[config.mk]
export PLATFORM = sky130hd
export DESIGN_NAME = fft8_sequencer_flat
export DESIGN_NICKNAME = d
export VERILOG_FILES = /design/src/rtl/fft8_sequencer_if.sv /design/src/rtl/fft8_sequencer.sv /design/src/flat_wrapper.sv
export SDC_FILE = /design/constraint.sdc
export NUM_CORES = 1
export LEC_CHECK = 0
export CAP_MARGIN = 20
export CORE_UTILIZATION = 40
export DETAILED_ROUTE_END_ITERATION = 12
export PLACE_DENSITY_LB_ADDON = 0.12
export SYNTH_ARGS = -nofsm -noshare
export SYNTH_HDL_FRONTEND = slang
export SYNTH_SLANG_ARGS = --single-unit
[constraint.sdc]
create_clock -name clk -period 8.05 [get_ports clk]
set_clock_uncertainty 0.05 [all_clocks]
set_input_delay 2.0125 -clock clk [delete_from_list [all_inputs] [get_ports clk]]
set_output_delay 2.0125 -clock clk [all_outputs]
set_load 0.01 [all_outputs]
[src/rtl/fft8_sequencer_if.sv]
// Sample-in / bin-out stream bundle for fft8_sequencer.
// The slave modport is the sequencer's view; master is the producer/consumer side.
interface fft8_sequencer_if #(
  parameter int DW = 11
);
  logic                 in_valid;
  logic                 in_ready;
  logic signed [DW-1:0] in_re;
  logic signed [DW-1:0] in_im;
  logic                 out_valid;
  logic                 out_ready;
  logic signed [DW-1:0] out_re;
  logic signed [DW-1:0] out_im;
  logic [2:0]           out_idx;
  logic                 busy;

  modport master (
    output in_valid, in_re, in_im, out_ready,
    input  in_ready, out_valid, out_re, out_im, out_idx, busy
  );

  modport slave (
    input  in_valid, in_re, in_im, out_ready,
    output in_ready, out_valid, out_re, out_im, out_idx, busy
  );
endinterface

[src/rtl/fft8_sequencer.sv]
// 8-point DIT FFT controller driving one external radix-2 butterfly.
// Loads 8 samples bit-reversed, runs 3 stages x (4 issues + 1 bubble), streams 8 bins.
module fft8_sequencer #(
  parameter int DW = 11
) (
  input  logic                 clk,
  input  logic                 rst,
  fft8_sequencer_if.slave      io,
  output logic [1:0]           bf_k,
  output logic signed [DW-1:0] bf_x0_re,
  output logic signed [DW-1:0] bf_x0_im,
  output logic signed [DW-1:0] bf_x1_re,
  output logic signed [DW-1:0] bf_x1_im,
  input  logic signed [DW:0]   bf_a0_re,
  input  logic signed [DW:0]   bf_a0_im,
  input  logic signed [DW:0]   bf_a1_re,
  input  logic signed [DW:0]   bf_a1_im
);

  typedef enum logic [1:0] {LOAD, RUN, OUT} state_t;

  state_t               state;
  logic [2:0]           n_cnt;
  logic [1:0]           stage;
  logic [2:0]           slot;
  logic [2:0]           out_idx;
  logic                 in_ready;
  logic                 out_valid;
  logic                 busy;

  logic                 issue;
  logic [2:0]           iss_i0;
  logic [2:0]           iss_i1;
  logic                 wb_valid;
  logic [2:0]           wb_i0;
  logic [2:0]           wb_i1;

  logic signed [DW-1:0] store_re [8];
  logic signed [DW-1:0] store_im [8];

  logic                 accept;
  logic                 take;
  logic [2:0]           load_addr;

  logic [1:0]           nx_stage;
  logic [2:0]           nx_slot;
  logic                 nx_issue;
  logic [2:0]           nx_i0;
  logic [2:0]           nx_i1;
  logic [2:0]           nx_half;
  logic [1:0]           nx_k;

  assign accept    = io.in_valid & in_ready;
  assign take      = out_valid & io.out_ready;
  assign load_addr = {n_cnt[0], n_cnt[1], n_cnt[2]};

  // Schedule for the RUN cycle that follows this one; operands are
  // registered so the butterfly sees them exactly in their issue cycle.
  always_comb begin
    nx_stage = stage;
    nx_slot  = slot + 3'd1;
    if (state != RUN) begin
      nx_stage = 2'd0;
      nx_slot  = 3'd0;
    end else if (slot == 3'd4) begin
      nx_stage = stage + 2'd1;
      nx_slot  = 3'd0;
    end
    nx_issue = (nx_slot != 3'd4);
    nx_i0    = '0;
    nx_half  = '0;
    nx_k     = '0;
    case (nx_stage)
      2'd0: begin
        nx_i0   = {nx_slot[1:0], 1'b0};
        nx_half = 3'd1;
      end
      2'd1: begin
        nx_i0   = {nx_slot[1], 1'b0, nx_slot[0]};
        nx_half = 3'd2;
        nx_k    = {nx_slot[0], 1'b0};
      end
      2'd2: begin
        nx_i0   = {1'b0, nx_slot[1:0]};
        nx_half = 3'd4;
        nx_k    = nx_slot[1:0];
      end
      default: nx_issue = 1'b0;
    endcase
    if (!nx_issue) nx_k = '0;
    nx_i1 = nx_i0 | nx_half;
  end

  always_ff @(posedge clk) begin
    if (rst) begin
      state     <= LOAD;
      n_cnt     <= '0;
      stage     <= '0;
      slot      <= '0;
      out_idx   <= '0;
      in_ready  <= 1'b1;
      out_valid <= 1'b0;
      busy      <= 1'b0;
      bf_k      <= '0;
      issue     <= 1'b0;
      iss_i0    <= '0;
      iss_i1    <= '0;
      wb_valid  <= 1'b0;
      wb_i0     <= '0;
      wb_i1     <= '0;
    end else begin
      wb_valid <= issue;
      wb_i0    <= iss_i0;
      wb_i1    <= iss_i1;
      issue    <= 1'b0;
      bf_k     <= '0;
      case (state)
        LOAD: begin
          if (accept) begin
            n_cnt <= n_cnt + 3'd1;
            if (n_cnt == 3'd7) begin
              state    <= RUN;
              in_ready <= 1'b0;
              busy     <= 1'b1;
              stage    <= nx_stage;
              slot     <= nx_slot;
              issue    <= nx_issue;
              bf_k     <= nx_k;
              iss_i0   <= nx_i0;
              iss_i1   <= nx_i1;
            end
          end
        end
        RUN: begin
          if (stage == 2'd2 && slot == 3'd4) begin
            state     <= OUT;
            stage     <= '0;
            slot      <= '0;
            out_valid <= 1'b1;
            out_idx   <= '0;
          end else begin
            stage  <= nx_stage;
            slot   <= nx_slot;
            issue  <= nx_issue;
            bf_k   <= nx_k;
            iss_i0 <= nx_i0;
            iss_i1 <= nx_i1;
          end
        end
        OUT: begin
          if (take) begin
            if (out_idx == 3'd7) begin
              state     <= LOAD;
              out_valid <= 1'b0;
              in_ready  <= 1'b1;
              busy      <= 1'b0;
              out_idx   <= '0;
            end else begin
              out_idx <= out_idx + 3'd1;
            end
          end
        end
        default: state <= LOAD;
      endcase
    end
  end

  // Working store carries no reset; every frame overwrites all 8 entries.
  always_ff @(posedge clk) begin
    if (!rst) begin
      if (accept) begin
        store_re[load_addr] <= io.in_re;
        store_im[load_addr] <= io.in_im;
      end else if (wb_valid) begin
        store_re[wb_i0] <= DW'(bf_a0_re >>> 1);
        store_im[wb_i0] <= DW'(bf_a0_im >>> 1);
        store_re[wb_i1] <= DW'(bf_a1_re >>> 1);
        store_im[wb_i1] <= DW'(bf_a1_im >>> 1);
      end
    end
  end

  assign bf_x0_re = issue ? store_re[iss_i0] : '0;
  assign bf_x0_im = issue ? store_im[iss_i0] : '0;
  assign bf_x1_re = issue ? store_re[iss_i1] : '0;
  assign bf_x1_im = issue ? store_im[iss_i1] : '0;

  assign io.in_ready  = in_ready;
  assign io.out_valid = out_valid;
  assign io.out_idx   = out_idx;
  assign io.busy      = busy;
  assign io.out_re    = out_valid ? store_re[out_idx] : '0;
  assign io.out_im    = out_valid ? store_im[out_idx] : '0;

endmodule
[src/flat_wrapper.sv]
// flat-port wrapper written by rule: the top's interface ports become plain ports
module fft8_sequencer_flat 
#(
  parameter int DW = 11
)
  (clk, rst, bf_k, bf_x0_re, bf_x0_im, bf_x1_re, bf_x1_im, bf_a0_re, bf_a0_im, bf_a1_re, bf_a1_im, io_in_valid, io_in_re, io_in_im, io_out_ready, io_in_ready, io_out_valid, io_out_re, io_out_im, io_out_idx, io_busy);
  fft8_sequencer_if #(.DW(DW)) io_i ();
  input  logic clk;
  input  logic rst;
  output logic [1:0] bf_k;
  output logic signed [DW-1:0] bf_x0_re;
  output logic signed [DW-1:0] bf_x0_im;
  output logic signed [DW-1:0] bf_x1_re;
  output logic signed [DW-1:0] bf_x1_im;
  input  logic signed [DW:0] bf_a0_re;
  input  logic signed [DW:0] bf_a0_im;
  input  logic signed [DW:0] bf_a1_re;
  input  logic signed [DW:0] bf_a1_im;
  input wire logic [$bits(io_i.in_valid)-1:0] io_in_valid;
  input wire logic [$bits(io_i.in_re)-1:0] io_in_re;
  input wire logic [$bits(io_i.in_im)-1:0] io_in_im;
  input wire logic [$bits(io_i.out_ready)-1:0] io_out_ready;
  output wire logic [$bits(io_i.in_ready)-1:0] io_in_ready;
  output wire logic [$bits(io_i.out_valid)-1:0] io_out_valid;
  output wire logic [$bits(io_i.out_re)-1:0] io_out_re;
  output wire logic [$bits(io_i.out_im)-1:0] io_out_im;
  output wire logic [$bits(io_i.out_idx)-1:0] io_out_idx;
  output wire logic [$bits(io_i.busy)-1:0] io_busy;
  assign io_i.in_valid = io_in_valid;
  assign io_i.in_re = io_in_re;
  assign io_i.in_im = io_in_im;
  assign io_i.out_ready = io_out_ready;
  assign io_in_ready = io_i.in_ready;
  assign io_out_valid = io_i.out_valid;
  assign io_out_re = io_i.out_re;
  assign io_out_im = io_i.out_im;
  assign io_out_idx = io_i.out_idx;
  assign io_busy = io_i.busy;
  fft8_sequencer #(.DW(DW)) u_core (.clk(clk), .rst(rst), .io(io_i), .bf_k(bf_k), .bf_x0_re(bf_x0_re), .bf_x0_im(bf_x0_im), .bf_x1_re(bf_x1_re), .bf_x1_im(bf_x1_im), .bf_a0_re(bf_a0_re), .bf_a0_im(bf_a0_im), .bf_a1_re(bf_a1_re), .bf_a1_im(bf_a1_im));
endmodule
---- Word level (Yosys, flattened, before mapping) ----
Memory sizes are Yosys's and may differ from the RTL's. A register that Yosys moved wholly into a read port is not among the register bits.
Index checks and enable logic that the tools add are counted.
storage, ports and cells
  register bits after elaboration ......... 32
  input port bits ......................... 74
  logic and storage cells ................. 142
  output and inout port bits .............. 74
  memories ................................ 2
  bits in writable memories ............... 176
operators by class
  reduce and logical (&&, ||, !) cells .... 16
  muxes and demuxes ....................... 86
  equality and inequality tests ........... 16
  add/subtract/negate cells ............... 4
  bitwise operators ....................... 3
memories
  name             words  width  rd ports  clocked after memory_dff  wr ports  line                  RTL
  u_core.store_im  8      11     3         3                         2         fft8_sequencer.sv:39  logic signed [DW-1:0] store_im [8];
  u_core.store_re  8      11     3         3                         2         fft8_sequencer.sv:38  logic signed [DW-1:0] store_re [8];
operator list
  cell                                           number
  two-way mux 11 bit                             8
  two-way mux 3 bit                              28
  two-way mux 2 bit                              14
  case mux 3 bit (2 select lines)                4
  two-way mux 1 bit                              22
  OR reduction 11 bit                            2
  case mux 3 bit (3 select lines)                2
  != test 2 x 1 -> 1 bit, second input constant  6
  case mux 2 bit (2 select lines)                3
  AND reduction 5 bit                            2
  adder 3 x 1 -> 3 bit, second input constant    3
  == test 3 bit, second input constant           3
  case mux 1 bit (2 select lines)                4
  AND reduction 4 bit                            2
  == test 2 bit, second input constant           3
  case mux 2 bit (3 select lines)                1
  AND reduction 3 bit                            2
  nonzero test 2 bit                             3
  == test 2 x 1 -> 1 bit, second input constant  2
  zero test 2 bit                                2
  != test 3 bit, second input constant           1
  OR 3 bit                                       1
  OR reduction 3 bit                             1
  adder 2 x 1 -> 2 bit, second input constant    1
  other kinds (4)                                5

---- Logic depth before layout (Yosys ltp) ----
Gate-level depths: netlist (run 1).
  depth in word-level cells ............... 11
  gate-level depth with buffers ........... 12
  depth with buffers taken out ............ 11

---- Worst setup path before layout (run 1) ----
No wires, ideal clock.
  path type ............................... input port to flip-flop
  start point ............................. input io_in_valid
  end point ............................... memory u_core.store_im[7][0] (enable)
  setup slack ............................. 3.231 ns
  path buffers ............................ 1
  arrival time ............................ 4.337 ns
  cell stages on the path ................. 5
  cell sequence ........................... nand2_2 -> buf_4 -> nand3_1 -> a21o_1 -> o21ai_0
RTL lines
  item             line                  RTL
  start, declared  flat_wrapper.sv:19    input wire logic [$bits(io_i.in_valid)-1:0] io_in_valid;
  end, declared    fft8_sequencer.sv:39

==> results.sh, run 1 <==
export IMPL_status="completed"
export IMPL_vias=9614
export IMPL_relSlewSlack_pct=29.57
export IMPL_fin_ws_ps=2516
export IMPL_worst_slew_pin_slew_ps=1056
export IMPL_htreeDepth=1
export IMPL_cts_buffers=26
export IMPL_cts_tree="built"
export IMPL_postCtsResizedCells=0
export IMPL_fp_dieW_um=187.2
export IMPL_r2r_slack_ps=4310
export IMPL_end_kind="register"
export IMPL_synth_cell_type_count=54
export IMPL_dieArea_um2=35040
export IMPL_crit_path_max_fanout=32
export IMPL_r2r_start="u_core.wb_valid$_SDFF_PP0_"
export IMPL_clock_path_buffers=3
export IMPL_yosysSeqAreaShare_pct=44.51
export IMPL_fp_coreArea_um2=33620
export IMPL_antenna_found_initial=0
export IMPL_worstPathArrival_ps=5680
export IMPL_yosysWarnings=0
export IMPL_start_util_pct=40.81
export IMPL_syn_avg_cell_area_um2=12.16
export IMPL_clock_sinks=217
export IMPL_finalSetupTns_ps=0
export IMPL_diodes=0
export IMPL_hold_viol_final=0
export IMPL_ys_ff_latch=217
export IMPL_ff2ff_path_depth=5
export IMPL_r2r_end="u_core.store_re[5][6]$_DFFE_PP_"
export IMPL_setup_viol=0
export IMPL_num_fill_cells=2989
export IMPL_drv_cap=0
export IMPL_critPathLaunch="rst"
export IMPL_die_height_um=187.2
export IMPL_pre_cts_ws_ps=2012
export IMPL_hold_path_class="reg2reg"
export IMPL_critical_path_endpoint="u_core.store_re[5][6]$_DFFE_PP_"
export IMPL_synth_ff_type="edfxtp_1"
export IMPL_avgRoutedWirePerCell_um=23.42
export IMPL_synth_top_area_share_pct=38.52
export IMPL_ys_async_sr_fraction_pct=0
export IMPL_hpwl_um=22970
export IMPL_final_area_um2=16230
export IMPL_area_growth_pct=18.27
export IMPL_cp_start_kind="primary input"
export IMPL_report_final_slew_viol_count=0
export IMPL_synth_edf_count=176
export IMPL_track_usage_pct=22.57
export IMPL_worstSkewPairLatency_ps=520
export IMPL_fin_crit_sh_pct=68.75
export IMPL_ir_drop_v=0.0001303
export IMPL_timing_hold_ws_ps=410.5
export IMPL_cts_setup_buffers=0
export IMPL_final_common_cell="nor2_1"
export IMPL_timing_worst_setup_path_type="in2reg"
export IMPL_p_leak_nw=5.287
export IMPL_ant_nets=0
export IMPL_grt_pass1_wl_um=59220
export IMPL_rows=67
export IMPL_syn_nets=1214
export IMPL_nNetsFinal=1295
export IMPL_overflow=0
export IMPL_worstPathRequired_ps=8200
export IMPL_drtIter0Drc=1087
export IMPL_syn_inst=1128
export IMPL_grt_pass1_vias=9720
export IMPL_path_clk_slew_ps=50
export IMPL_syn_area_um2=13720
export IMPL_ys_top_cells_by_area="edfxtp_1 39%, mux4_2 22%, a21oi_1 6.9%, dfxtp_1 6.0%, mux2i_1 5.5%"
export IMPL_clock_fmax_mhz=180.7
export IMPL_gp_congestion=0.7756
export IMPL_synth_top_area_cell="edfxtp_1"
export IMPL_drc=0
export IMPL_drtPass1Iterations=5
export IMPL_final_cell_mix="200 x nor2_1, 190 x a21oi_1, 176 x edfxtp_1"
export IMPL_viasPerCell=5.740
export IMPL_io_buffers=143
export IMPL_hold_buffers=0
export IMPL_grt_max_degree=46
export IMPL_min_period_ps=5534
export IMPL_wl_um=39230
export IMPL_clockRootBuffer="clkbuf_16"
export IMPL_drive_above_1_share_pct=19.48
export IMPL_io_pin_count=148
export IMPL_p_per_area_nw_per_um2=155.6
export IMPL_rsz0062_at_grt="no"
export IMPL_dpl_instance_area_um2=15360
-- synthesized netlist by cell type (6+ instances only) --
| master | instances |
|---|---|
| nor2_1 | 200 |
| a21oi_1 | 190 |
| edfxtp_1 | 176 |
| mux4_2 | 132 |
| nor2b_1 | 82 |
| mux2i_1 | 76 |
| dfxtp_1 | 41 |
| clkbuf_1 | 38 |
| buf_2 | 30 |
| buf_1 | 24 |
| mux2i_2 | 17 |
| buf_4 | 14 |
| ha_1 | 12 |
| nand2_1 | 12 |
| nand3_1 | 7 |
| o21ai_1 | 6 |
-- cell type report --
cell class | instances | area (µm²) | area share (%)
Timing Repair Buffer | 164 | 1622 | 9.994
Tap cell | 448 | 560.5 | 3.455
Multi-Input combinational cell | 795 | 7081 | 43.64
Sequential cell | 217 | 6122 | 37.73
Clock inverter | 6 | 28.78 | 0.1774
Inverter | 5 | 18.77 | 0.1157
Clock buffer | 40 | 793.3 | 4.889
-- stage by stage --
| stage | cells | power [mW] | utilization (%) |
|---|---|---|---|
| after global routing | 1675 | 2.605 | 48.27 |
| after detailed placement | 1627 | 1.422 | 45.68 |
| after CTS | 1673 | 2.541 | 48.13 |
| final | 1675 | 2.524 | 48.27 |
| after floorplan | 1128 | 1.356 | - |
| after global placement | 1627 | 1.419 | 45.68 |
-- routing by layer --
metal	wire (µm)	track usage [%]
met2	19810	39.03
met5	0	0
met1	16270	29.96
met3	2380	2.833
met4	766	5.832
-- logic make-up after synthesis --
kind of cell / Yosys count / share of synthesized area, %
AOI/OAI and AO/OA: 219 / 8.554
xor gates and xnor gates: 2 / 0.1277
adders and majority gates: 12 / 1.094
buffers and inverters: 116 / 4.104
DFF: 217 / 44.51
muxes: 226 / 29.00
and+or+nand+nor: 336 / 12.61
-- worst min path at each step --
stage                                   from                            end  slack, ps  cells past startpoint
3_3_place_gp   u_core.iss_i1[2]$_SDFFE_PP0P_  u_core.iss_i1[2]$_SDFFE_PP0P_        400                      2
4_1_cts        u_core.iss_i1[2]$_SDFFE_PP0P_                       register        410                      2
5_1_grt        u_core.iss_i1[0]$_SDFFE_PP0P_     u_core.wb_i1[0]$_SDFF_PP0_        430                      1
6_report       u_core.iss_i0[2]$_SDFFE_PP0P_     u_core.wb_i0[2]$_SDFF_PP0_        410                      1
2_1_floorplan  u_core.iss_i1[2]$_SDFFE_PP0P_     u_core.wb_i1[2]$_SDFF_PP0_        390                      1
3_5_place_dp   u_core.iss_i0[2]$_SDFFE_PP0P_     u_core.wb_i0[2]$_SDFF_PP0_        400                      1
-- report_power, final --
part	total [mW]	switching (mW)	leakage, nW	internal [mW]
Combinational	0.163	0.0796	2.96	0.0831
Clock	1.13	0.453	0.404	0.673
Sequential	1.24	0.00911	1.93	1.23
Total	2.52	0.542	5.29	1.98
-- sequential cells by signal, indices dropped and copies added (netlist names), named ones only --
register and flops:
u_core.stage 2, u_core.io.out_idx 3, u_core.iss_i1 3, u_core.wb_i1 3
u_core.issue 1, u_core.wb_i0 3, u_core.io.in_ready 1, u_core.slot 3
u_core.io.busy 1, u_core.io.out_valid 1, u_core.store_im 88, u_core.bf_k 2
u_core.iss_i0 3, u_core.store_re 88, u_core.state 2, u_core.n_cnt 3
u_core.wb_valid 1
-- critical path, cell delays in order --
cell             delay, ps
clkdlybuf4s50_1        390
buf_4                  240
nor2b_2                820
nand2_4                610
mux2i_1                280
o21ai_2                850
buf_4                  440
(Power assumes the default switching activity.)
==> run 2: changes to the inputs <==
clock period = 5.49 ns   (was 8.05 ns; I/O delays follow)
==> results.sh, run 2 (synthesis results as in run 1) <==
export IMPL_status="completed"
export IMPL_start_util_pct=40.81
export IMPL_overflow=0
export IMPL_hold_viol_final=0
export IMPL_area_growth_pct=19.21
export IMPL_vias=9567
export IMPL_finalSetupTns_ps=0
export IMPL_seqPwrFrac_pct=47.3
export IMPL_dpl_instance_area_um2=15480
export IMPL_drtPass1Iterations=5
export IMPL_drv_cap=0
export IMPL_cts_setup_buffers=0
export IMPL_grt_use_met3_pct=2.795
export IMPL_grt_pass1_vias=9702
export IMPL_postCtsResizedCells=0
export IMPL_ir_drop_v=0.0001661
export IMPL_fp_dieW_um=187.2
export IMPL_io_pin_count=148
export IMPL_top_usage_layer="met2"
export IMPL_top_regs="u_core.store_im: 88 flops, u_core.store_re: 88 flops"
export IMPL_critical_path_endpoint="bf_x0_re[0]"
export IMPL_drtIter0Drc=862
export IMPL_r2r_slack_ps=2380
export IMPL_hold_buffers=0
export IMPL_track_usage_pct=22.88
export IMPL_final_common_cell="nor2_1"
export IMPL_p_per_area_nw_per_um2=234.4
export IMPL_gp_congestion=0.7668
export IMPL_power_switching_mw=0.7966
export IMPL_clockRootBuffer="clkbuf_16"
export IMPL_cts_buffers=25
export IMPL_worstPathArrival_ps=3020
export IMPL_nNetsFinal=1308
export IMPL_rows=67
export IMPL_cts_tree="built"
export IMPL_clock_sinks=217
export IMPL_final_cell_mix="200 x nor2_1, 190 x a21oi_1, 176 x edfxtp_1"
export IMPL_ant_nets=0
export IMPL_rsz0062_at_grt="no"
export IMPL_diodes=0
export IMPL_pwr_share_clk_pct=46.6
export IMPL_timing_worst_setup_path_type="reg2out"
export IMPL_end_kind="primary output"
export IMPL_dieArea_um2=35040
export IMPL_switching_share_pct=20.78
export IMPL_fp_coreArea_um2=33620
export IMPL_fin_crit_sh_pct=80.98
export IMPL_p_leak_nw=5.371
export IMPL_ff2ff_path_depth=5
export IMPL_avgRoutedWirePerCell_um=23.50
export IMPL_antenna_found_initial=0
export IMPL_drc=0
export IMPL_final_area_um2=16350
export IMPL_hpwl_um=24940
export IMPL_drive_above_1_share_pct=20.47
export IMPL_min_delay_start="u_core.iss_i1[2]$_SDFFE_PP0P_"
export IMPL_r2r_end="u_core.store_im[2][8]$_DFFE_PP_"
export IMPL_wl_um=39690
export IMPL_viasPerCell=5.664
export IMPL_clock_fmax_mhz=224.9
export IMPL_setup_viol=0
export IMPL_grt_max_degree=45
export IMPL_p_int_mw=3.037
export IMPL_htreeDepth=1
export IMPL_die_height_um=187.2
export IMPL_worst_slew_pin_slew_ps=1091
export IMPL_grt_met2_usage_pct=41.56
export IMPL_worstPathRequired_ps=4070
export IMPL_grt_util_met1_pct=29.18
export IMPL_relSlewSlack_pct=27.19
export IMPL_hold_path_class="reg2reg"
export IMPL_worstSkewPairLatency_ps=530
export IMPL_path_clk_slew_ps=60
export IMPL_regArea_um2=6122
export IMPL_clock_path_buffers=3
export IMPL_r2r_start="u_core.io.in_ready$_SDFFE_PP1P_"
export IMPL_report_final_slew_viol_count=0
export IMPL_crit_path_max_fanout=31
export IMPL_p_comb_share_pct=6.2
export IMPL_num_fill_cells=2982
export IMPL_min_period_ps=4446
export IMPL_io_buffers=143
export IMPL_grt_pass1_wl_um=60170
export IMPL_multi_input_comb_area_um2=7081
export IMPL_cp_start_kind="register"
## run 2: cell types whose count changed in the layout (fill, tap and decap cells not counted), sizes merged
cell,before,now
clkbuf,40,36
bufinv,0,5
inv,5,6
buf,21,35
clkinv,6,4
## run 2: metrics by stage
| step | hold slack [ps] | cells | power [mW] | utilization [%] | setup WS (ps) |
|---|---|---|---|---|---|
| finish | 413.4 | 1689 | 3.833 | 48.65 | 1044 |
| detailed placement | 408.4 | 1643 | 2.084 | 46.04 | 872.2 |
| global route | 448.8 | 1689 | 3.956 | 48.65 | 901.7 |
| CTS | 419.3 | 1689 | 3.858 | 48.65 | 1017 |
| global placement | 411.7 | 1643 | 2.080 | 46.04 | 896.2 |
| floorplan | 387.9 | 1128 | 1.988 | - | 1311 |
## run 2: power groups by stage
stage                     clock network [mW]  logic [mW]  registers (mW)
after floorplan                            0       0.144            1.84
after global placement                     0       0.235            1.85
final                                   1.78       0.237            1.81
after detailed placement                   0       0.238            1.85
after CTS                               1.81       0.238            1.81
after global routing                    1.88       0.259            1.81
## run 2: layer usage
metal | vias up | wire length (µm)
li1 | 4464 | -
met2 | 303 | 20700
met5 | - | 0
met3 | 37 | 2124
met4 | 0 | 636
met1 | 4763 | 16240
## run 2: final cells by class
type	count	area share [%]
multi-input combinational	795	43.29
sequential	217	37.43
timing repair buffer	178	10.36
clock buffer	36	4.261
tap	448	3.427
clock inverter	10	1.109
inverter	5	0.1148
## run 2: worst min path at each step
| stage | endpoint | slack (ps) | cells after the start |
|---|---|---|---|
| 6_report | register | 410 | 2 |
| 5_1_grt | u_core.wb_i0[0]$_SDFF_PP0_ | 450 | 1 |
| 4_1_cts | register | 420 | 2 |
| 3_5_place_dp | u_core.wb_i0[2]$_SDFF_PP0_ | 410 | 1 |
| 3_3_place_gp | u_core.wb_i0[2]$_SDFF_PP0_ | 410 | 1 |
| 2_1_floorplan | u_core.wb_i1[2]$_SDFF_PP0_ | 390 | 1 |
## run 2: critical path, cell delays in order (launching register included)
cell	delay (ps)
dfxtp_2	1040
buf_4	340
mux4_2	330
mux2i_1	230
nor2b_1	70
clkdlybuf4s50_1	480
==> run 3: changes to the inputs <==
clock period = 3.95 ns   (was 5.49 ns; I/O delays follow)
==> results.sh, run 3 (synthesis results as in run 1) <==
export IMPL_status="completed"
export IMPL_final_common_cell="nor2_1"
export IMPL_min_period_ps=3775
export IMPL_drtPass1Iterations=5
export IMPL_fin_ws_ps=175.0
export IMPL_drv_cap=0
export IMPL_final_cell_mix="200 x nor2_1, 190 x a21oi_1, 176 x edfxtp_1"
export IMPL_postCtsResizedCells=0
export IMPL_top_regs="u_core.store_im: 88 flops, u_core.store_re: 88 flops"
export IMPL_seqPwrFrac_pct=49.3
export IMPL_crit_path_max_fanout=18
export IMPL_cts_buffers=26
export IMPL_r2r_slack_ps=1250
export IMPL_io_pin_count=148
export IMPL_diodes=0
export IMPL_grt_pass1_vias=9925
export IMPL_drtIter0Drc=809
export IMPL_avgRoutedWirePerCell_um=23.15
export IMPL_report_final_slew_viol_count=0
export IMPL_wl_um=39930
export IMPL_start_util_pct=40.81
export IMPL_cp_start_kind="register"
export IMPL_ant_nets=0
export IMPL_viasPerCell=5.735
export IMPL_drive_above_1_share_pct=22.47
export IMPL_timing_hold_ws_ps=420.2
export IMPL_area_growth_pct=21.17
export IMPL_end_kind="primary output"
export IMPL_clock_path_buffers=3
export IMPL_p_comb_share_pct=6.7
export IMPL_p_int_mw=4.016
export IMPL_clock_fmax_mhz=264.9
export IMPL_pre_cts_ws_ps=529.9
export IMPL_fin_crit_sh_pct=95.57
export IMPL_fp_dieW_um=187.2
export IMPL_rsz0062_at_grt="no"
export IMPL_hold_viol_final=0
export IMPL_vias=9893
export IMPL_dieArea_um2=35040
export IMPL_power_switching_mw=1.088
export IMPL_ir_drop_v=0.0002417
export IMPL_hold_path_class="reg2reg"
export IMPL_relSlewSlack_pct=61.19
export IMPL_switching_share_pct=21.32
export IMPL_path_clk_slew_ps=50
export IMPL_grt_pass1_wl_um=60400
export IMPL_total_power_mw=5.104
export IMPL_multi_input_comb_area_um2=7081
export IMPL_p_leak_nw=5.538
export IMPL_hpwl_um=26150
export IMPL_fp_coreArea_um2=33620
export IMPL_worst_slew_pin_slew_ps=567.5
export IMPL_regArea_um2=6121
export IMPL_antenna_found_initial=0
export IMPL_io_buffers=143
export IMPL_p_per_area_nw_per_um2=307.1
export IMPL_gp_congestion=0.7711
export IMPL_worstPathRequired_ps=2910
export IMPL_clock_sinks=217
export IMPL_htreeDepth=1
export IMPL_overflow=0
export IMPL_die_height_um=187.2
export IMPL_num_fill_cells=2935
export IMPL_finalSetupTns_ps=0
export IMPL_rows=67
export IMPL_pwr_share_clk_pct=43.9
export IMPL_worstSkewPairLatency_ps=530
export IMPL_drc=0
export IMPL_track_usage_pct=22.80
export IMPL_clockRootBuffer="clkbuf_16"
export IMPL_setup_viol=0
export IMPL_cts_tree="built"
export IMPL_grt_max_degree=46
export IMPL_worstPathArrival_ps=2740
export IMPL_nNetsFinal=1346
export IMPL_timing_worst_setup_path_type="reg2out"
## run 3: cell count changes in the layout (fill, tap and decap cells not counted), sizes merged
| cell | delta |
|---|---|
| buf | +37 |
| bufinv | -5 |
| clkbuf | +7 |
| clkinv | -2 |
| inv | -1 |
## run 3: final cells by class
class	count	share of cell area, %
clock inverter	2	0.06021
inverter	5	0.1129
timing repair buffer	215	12.31
sequential	217	36.82
multi-input combinational	795	42.59
tap	448	3.372
clock buffer	43	4.727
## run 3: power by group through the flow
stage	Sequential [mW]	Clock, mW	Combinational [mW]
after CTS	2.52	2.28	0.343
final	2.52	2.24	0.342
after global routing	2.52	2.36	0.372
after global placement	2.56	0	0.337
after detailed placement	2.57	0	0.342
after floorplan	2.56	0	0.201
## run 3: final timing paths
path | from | endpoint | depth (start not counted)
min | u_core.iss_i0[2]$_SDFFE_PP0P_ | u_core.wb_i0[2]$_SDFF_PP0_ | 1
max reg2reg | u_core.slot[0]$_SDFFE_PP0P_ | register | 11
min reg2reg | u_core.iss_i0[2]$_SDFFE_PP0P_ | u_core.wb_i0[2]$_SDFF_PP0_ | 1
max | register | bf_x0_im[1] | 5
## run 3: timing repair
action | 4_1_cts | 5_1_grt
endpoints found under the hold margin | 0 | 0
buffers inserted | 0 | 12
hold buffers | 0 | 0
setup endpoints to repair | 0 | 2
## run 3: worst max-delay path, stage by stage (launching register included)
cell and delay (ps):
dfxtp_4 630, buf_12 280, mux4_2 540, mux2i_1 200, nor2b_1 70, clkdlybuf4s50_1 480
## run 3: stage by stage
stage | utilization (%) | area (µm²) | std cells
2_1_floorplan | - | 13720 | 1128
3_3_place_gp | 46.82 | 15740 | 1668
3_5_place_dp | 46.82 | 15740 | 1668
4_1_cts | 49.18 | 16530 | 1713
5_1_grt | 49.45 | 16620 | 1725
6_report | 49.45 | 16620 | 1725
## run 3: per-layer routing
metal | global-route usage (%) | vias to the layer above | part of all wire [%]
li1 | - | 4536 | -
met1 | 28.98 | 4910 | 40
met2 | 40.99 | 394 | 52
met3 | 2.627 | 53 | 6.2
met4 | 6.116 | 0 | 1.9
met5 | 0 | - | 0
